### src/rtl/pic_acknowledge_sequencer.sv
// 8259A interrupt-acknowledge sequencer (8086 mode): drives INT, tracks the two INTA# pulses,
// owns the in-service register and priority rotation, and handles EOI / set-priority commands.
module pic_acknowledge_sequencer #(
    parameter logic [2:0]  RESET_PRIORITY_ROTATE = 3'b111,
    parameter int unsigned ACK_TIMEOUT           = 255
) (
    input  logic       clock,
    input  logic       reset,
    input  logic [7:0] interrupt,
    input  logic       interrupt_acknowledge_n,
    input  logic [4:0] vector_base,
    input  logic       auto_eoi_config,
    input  logic       auto_rotate_config,
    input  logic       end_of_interrupt,
    input  logic       specific_eoi,
    input  logic       rotate_on_eoi,
    input  logic [2:0] eoi_level,
    input  logic       set_priority,
    input  logic [2:0] set_priority_level,
    output logic       int_out,
    output logic [7:0] in_service_register,
    output logic [7:0] highest_level_in_service,
    output logic [2:0] priority_rotate,
    output logic [7:0] clear_interrupt_request,
    output logic [7:0] data_out,
    output logic       data_out_enable,
    output logic       ack_timeout
);

    localparam int unsigned CNT_W = 8;

    typedef enum logic [2:0] {IDLE, PENDING, ACK1, WAIT2, ACK2} state_t;

    state_t             state, state_next;
    logic               inta_prev;
    logic               fall, rise;
    logic [CNT_W-1:0]   count, count_next;
    logic [2:0]         level, level_next;
    logic               spurious, spurious_next;
    logic               int_next, doe_next, tmo_next;
    logic [7:0]         isr_next, clr_next, dout_next;
    logic [7:0]         set_mask, clear_mask;
    logic [2:0]         rot_next;
    logic               take_first;
    logic               found;
    logic [2:0]         scan_idx;

    function automatic logic [2:0] encode(input logic [7:0] onehot);
        logic [2:0] r;
        r = 3'd0;
        for (int i = 0; i < 8; i++) begin
            if (onehot[i]) r = 3'(i);
        end
        return r;
    endfunction

    assign fall = inta_prev & ~interrupt_acknowledge_n;
    assign rise = ~inta_prev & interrupt_acknowledge_n;

    // Rotating priority scan: starts just above the lowest-priority level and wraps.
    always_comb begin
        highest_level_in_service = 8'd0;
        found    = 1'b0;
        scan_idx = 3'd0;
        for (int i = 0; i < 8; i++) begin
            scan_idx = 3'(priority_rotate + 3'(i) + 3'd1);
            if (!found && in_service_register[scan_idx]) begin
                highest_level_in_service[scan_idx] = 1'b1;
                found = 1'b1;
            end
        end
    end

    // Next-state, ISR update and registered-output next values.
    always_comb begin
        state_next    = state;
        int_next      = int_out;
        clr_next      = 8'd0;
        tmo_next      = 1'b0;
        dout_next     = data_out;
        doe_next      = data_out_enable;
        count_next    = count;
        level_next    = level;
        spurious_next = spurious;
        set_mask      = 8'd0;
        clear_mask    = 8'd0;
        rot_next      = priority_rotate;
        take_first    = 1'b0;

        case (state)
            IDLE: begin
                if (fall) begin
                    take_first = 1'b1;
                end else if (interrupt != 8'd0) begin
                    state_next = PENDING;
                    int_next   = 1'b1;
                end
            end
            PENDING: begin
                if (fall) begin
                    take_first = 1'b1;
                end else if (interrupt == 8'd0) begin
                    state_next = IDLE;
                    int_next   = 1'b0;
                end
            end
            ACK1: begin
                doe_next = 1'b0;
                if (rise) begin
                    state_next = WAIT2;
                    count_next = '0;
                end
            end
            WAIT2: begin
                count_next = count + CNT_W'(1);
                if (fall) begin
                    state_next = ACK2;
                    doe_next   = 1'b1;
                    dout_next  = {vector_base, level};
                end else if (count_next == CNT_W'(ACK_TIMEOUT)) begin
                    state_next = IDLE;
                    tmo_next   = 1'b1;
                    count_next = '0;
                end
            end
            ACK2: begin
                doe_next  = 1'b1;
                dout_next = {vector_base, level};
                if (rise) begin
                    state_next = IDLE;
                    doe_next   = 1'b0;
                    if (auto_eoi_config && !spurious) begin
                        clear_mask[level] = 1'b1;
                        if (auto_rotate_config) rot_next = level;
                    end
                end
            end
            default: state_next = IDLE;
        endcase

        // First INTA# fall: from IDLE too, so a fall coincident with a new request is not lost.
        if (take_first) begin
            state_next = ACK1;
            int_next   = 1'b0;
            doe_next   = 1'b0;
            if (interrupt != 8'd0) begin
                level_next    = encode(interrupt);
                set_mask      = interrupt;
                clr_next      = interrupt;
                spurious_next = 1'b0;
            end else begin
                level_next    = 3'd7;
                spurious_next = 1'b1;
            end
        end

        if (end_of_interrupt && (highest_level_in_service != 8'd0)) begin
            clear_mask = clear_mask | highest_level_in_service;
            if (rotate_on_eoi) rot_next = encode(highest_level_in_service);
        end
        if (specific_eoi) begin
            clear_mask[eoi_level] = 1'b1;
            if (rotate_on_eoi) rot_next = eoi_level;
        end
        if (set_priority) rot_next = set_priority_level;

        // Clear before set so a same-bit conflict leaves the bit set.
        isr_next = (in_service_register & ~clear_mask) | set_mask;
    end

    always_ff @(posedge clock) begin
        if (reset) begin
            state                   <= IDLE;
            inta_prev               <= 1'b1;
            count                   <= '0;
            level                   <= 3'd0;
            spurious                <= 1'b0;
            int_out                 <= 1'b0;
            in_service_register     <= 8'd0;
            priority_rotate         <= RESET_PRIORITY_ROTATE;
            clear_interrupt_request <= 8'd0;
            data_out                <= 8'd0;
            data_out_enable         <= 1'b0;
            ack_timeout             <= 1'b0;
        end else begin
            state                   <= state_next;
            inta_prev               <= interrupt_acknowledge_n;
            count                   <= count_next;
            level                   <= level_next;
            spurious                <= spurious_next;
            int_out                 <= int_next;
            in_service_register     <= isr_next;
            priority_rotate         <= rot_next;
            clear_interrupt_request <= clr_next;
            data_out                <= dout_next;
            data_out_enable         <= doe_next;
            ack_timeout             <= tmo_next;
        end
    end

endmodule

### config.mk
export PLATFORM = sky130hd
export DESIGN_NAME = pic_acknowledge_sequencer
export DESIGN_NICKNAME = d
export VERILOG_FILES = /design/src/rtl/pic_acknowledge_sequencer.sv
export SDC_FILE = /design/constraint.sdc
export NUM_CORES = 1
export LEC_CHECK = 0
export ABC_CLOCK_PERIOD_IN_PS = 4200
export CORE_ASPECT_RATIO = 0.7
export CORE_MARGIN = 5
export CORE_UTILIZATION = 49
export DETAILED_ROUTE_END_ITERATION = 7
export MAX_ROUTING_LAYER = met4
export PLACE_DENSITY = 0.78
export SYNTH_ARGS = -nofsm -noshare
export SYNTH_HDL_FRONTEND = slang
export SYNTH_SLANG_ARGS = --single-unit
### constraint.sdc
create_clock -name clock -period 4.2 [get_ports clock]
set_input_delay 1.05 -clock clock [delete_from_list [all_inputs] [get_ports clock]]
set_output_delay 1.05 -clock clock [all_outputs]
set_load 0.005 [all_outputs]
==> impl_metrics.json <==
{
  "grt_max_degree": 25,
  "rsz0062_at_grt": "yes",
  "whs_endpoint": "spurious$_SDFFE_PP0P_",
  "dp_slack_ns": -0.137,
  "critPathArrivalTime_ns": 3.36,
  "avgViaCountPerCell": 6.52,
  "period_share_pct": 105,
  "netlist.area_leader.share_pct": 24.7,
  "min_path_type": "reg2reg",
  "dpl_cell_area_sq_um": 4830,
  "r2r_setup_slack_ns": 0.09,
  "clk_latency_ns": 0.31,
  "synth-compound-area-share_pct": 20.2,
  "holdWs_ns": 0.487,
  "stdcell_count": 700,
  "cts_tree": "done",
  "row_count": 26,
  "synthSimpleGateAreaFrac_pct": 28.8,
  "maxCapViolations": 0,
  "required_ns": 3.15,
  "synth_top_family_by_area": "simple AND/OR/NAND/NOR gates",
  "drcViolationCount": 0,
  "io_pins": 66,
  "antenna_found_initial": 0,
  "ant_nets": 0,
  "powerDensity_nw_per_um2": 344,
  "netlist_instances": 462,
  "avgSynthCellArea_sq_um": 8.07,
  "wl_per_cell_um": 21.7,
  "drtIter0Drc": 751,
  "core_area_sq_um": 7350,
  "grt_usage_pct": 30.9,
  "nNetsFinal": 638,
  "p_leak_nw": 2.25,
  "min_from": "spurious$_SDFFE_PP0P_",
  "cts-hold-fix-buffers": 0,
  "synth_nets": 499,
  "placed_cells": 655,
  "maxSlewHeadroom_pct": 45.8,
  "start_util_pct": 50.7,
  "synth-xor-area-share_pct": 1.41,
  "clock_sinks": 46,
  "synth_ff_type": "dfxtp_1",
  "status": "finished, violations left",
  "ys_seq_elements": 46,
  "reg2reg_depth": 18,
  "syn2layout_area_growth_pct": 47.3,
  "min_period_ns": 4.41,
  "yosysUniqueCellTypes": 67,
  "crit_type": "reg2out",
  "fin_total_pwr_w": 0.00189,
  "n_antenna_cell": 0,
  "clk_pin_slew_worst_paths_ns": 0.10,
  "cp_max_fo": 8,
  "fin_area_sq_um": 5490,
  "fin_skew_ns": 0.00732,
  "grt_overflow_total": 0,
  "r2r_end": "priority_rotate[1]$_SDFF_PP1_",
  "max_stage_delay_ns": 0.40,
  "ir_drop_v": 0.000224,
  "routabilityCongestion": 1.07,
  "async_flop_share_pct": 0,
  "start_kind": "flop",
  "hold_violations": 0,
  "cts_buffer_depth": 2,
  "path_cells": "inv_4 -> ha_4 -> buf_6 -> mux2i_2 -> mux2_4 -> a221oi_4 -> a31oi_1 -> buf_4 -> buf_6 -> buf_6 -> a311o_1 -> a21oi_2 -> inv_2 -> buf_6",
  "grt_pass1_wl_um": 23100,
  "crit_path_end_kind": "output pin",
  "die_w_um": 114,
  "vias": 4562,
  "first_pass_iters": 5,
  "io_buffers": 65,
  "synth_commonest_cells": "nor2_1 (53), dfxtp_1 (46), a21oi_1 (32)",
  "cts_root_buffer": "clkbuf_8",
  "finalSetupViolations": 8,
  "ys_warn_count": 0,
  "tightest_slew_ns": 0.802,
  "wl_um": 15200,
  "cpMostUsedCell": "buf_6",
  "cts_htree_levels": 2,
  "yosysMostFrequentCell": "nor2_1",
  "violations": "negative setup slack",
  "max_freq_ghz": 0.227,
  "synthAdderAreaFrac_pct": 3.02,
  "dieArea_sq_um": 9480,
  "synth_mux_area_share_pct": 15.1,
  "layout-drive-gt1-share_pct": 32.4,
  "synth_top_area_cell": "dfxtp_1",
  "ys_seq_area_share_pct": 24.7,
  "synth_area_sq_um": 3730,
  "die_y_um": 83.0,
  "synth_edf_count": 0,
  "setup_ws_ns": -0.214,
  "final_max_slew_viol_count": 0,
  "r2r_start": "priority_rotate[0]$_SDFF_PP1_",
  "grt_pass1_vias": 4338,
  "netlist_top_cells_area": "dfxtp_1 (25%), mux4_2 (6.0%), mux2i_1 (5.6%)",
  "hpwl_um": 10200,
  "whs_path_depth": 2,
  "slowest_stage": "dfxtp_4",
  "numCtsBuffers": 5
}
placed cells by master (no fill, tap or decap), drive strengths merged, types with 3 or more instances in the layout:
cell	synthesis	routed
nand3	16	16
buf	14	107
xnor2	4	4
ha	9	9
nor4b	3	3
nand3b	3	3
o221ai	3	3
nand4	8	8
a31o	5	5
mux4	11	11
clkbuf	21	8
nand2b	4	4
clkdlybuf4s50	0	57
nor2b	17	17
mux2	7	7
nand4b	8	8
a221oi	4	4
or2	7	7
and3	8	8
nand2	29	29
a311oi	7	7
a21oi	32	32
nor2	53	53
inv	17	18
a31oi	10	10
nor4	7	7
or3	3	3
a21o	4	4
dfxtp	46	46
nor3b	5	5
o21ai	20	20
mux2i	22	22
nor3	12	12
and2	12	12
per-stage QoR:
step / util (%) / TNS (ns)
after floorplan: - / 0
after global placement: 65.7 / -0.137
after detailed placement: 65.7 / -0.593
after CTS: 71.1 / -0.321
after global routing: 74.7 / -1.33
final: 74.7 / -0.837
state kept, by name, indices dropped and copies added, names as in the netlist:
register,cells
clear_interrupt_request,8
count,8
data_out,8
in_service_register,8
level,3
priority_rotate,3
state,3
ack_timeout,1
data_out_enable,1
int_out,1
inta_prev,1
spurious,1
critical path: cells and delay by family (launching register included):
family          cells  cell delay [ns]
compound gates      4             1.03
mux                 2             0.46
fa+ha+maj           1             0.30
buf+inv             7             0.85
flops               1             0.40
what timing repair did:
item                       CTS  global route
gates resized for setup     55            44
buffers inserted            24            15
setup endpoints to repair    8             8
pin swaps                   12            16
routing by layer:
layer  GRT usage, %  part of all wire [%]  up-vias
li1               -                     -     1983
met1           43.9                    41     2144
met2           42.7                    42      384
met3           9.67                    14       51
met4           6.80                   2.7        0
met5              -                     0        -
kinds of logic after synthesis:
| logic type | Yosys count |
|---|---|
| buffers and inverters | 52 |
| adder cells (fa/ha/maj) | 9 |
| multiplexers | 40 |
| XOR/XNOR | 6 |
| AND/OR/NAND/NOR | 199 |
| AO/OA/AOI/OAI | 110 |
| flip-flops | 46 |
final cells by class:
cell class	instances	area (sq um)
Multi-Input combinational cell	364	2840
Clock buffer	5	68.8
Inverter	17	66.3
Timing Repair Buffer	167	1440
Clock inverter	3	25.0
Fill cell	542	1860
Sequential cell	46	926
Tap cell	98	123
worst max path at each step:
stage / slack, ns / start / to / cells past startpoint
3_5_place_dp: -0.14 / priority_rotate[0]$_SDFF_PP1_ / highest_level_in_service[1] / 11
5_1_grt: -0.24 / priority_rotate[0]$_SDFF_PP1_ / highest_level_in_service[4] / 14
2_1_floorplan: 0.05 / priority_rotate[0]$_SDFF_PP1_ / highest_level_in_service[0] / 15
6_report: -0.21 / priority_rotate[0]$_SDFF_PP1_ / highest_level_in_service[4] / 14
4_1_cts: -0.14 / priority_rotate[0]$_SDFF_PP1_ / highest_level_in_service[3] / 13
3_3_place_gp: -0.06 / priority_rotate[0]$_SDFF_PP1_ / highest_level_in_service[0] / 11
power by group:
part           internal, W  switching [W]  total [W]
Clock             0.000120       0.000168   0.000288
Combinational     0.000551       0.000562    0.00111
Sequential        0.000456      0.0000322   0.000488
Total              0.00113       0.000762    0.00189
(Power assumes the default switching activity.)
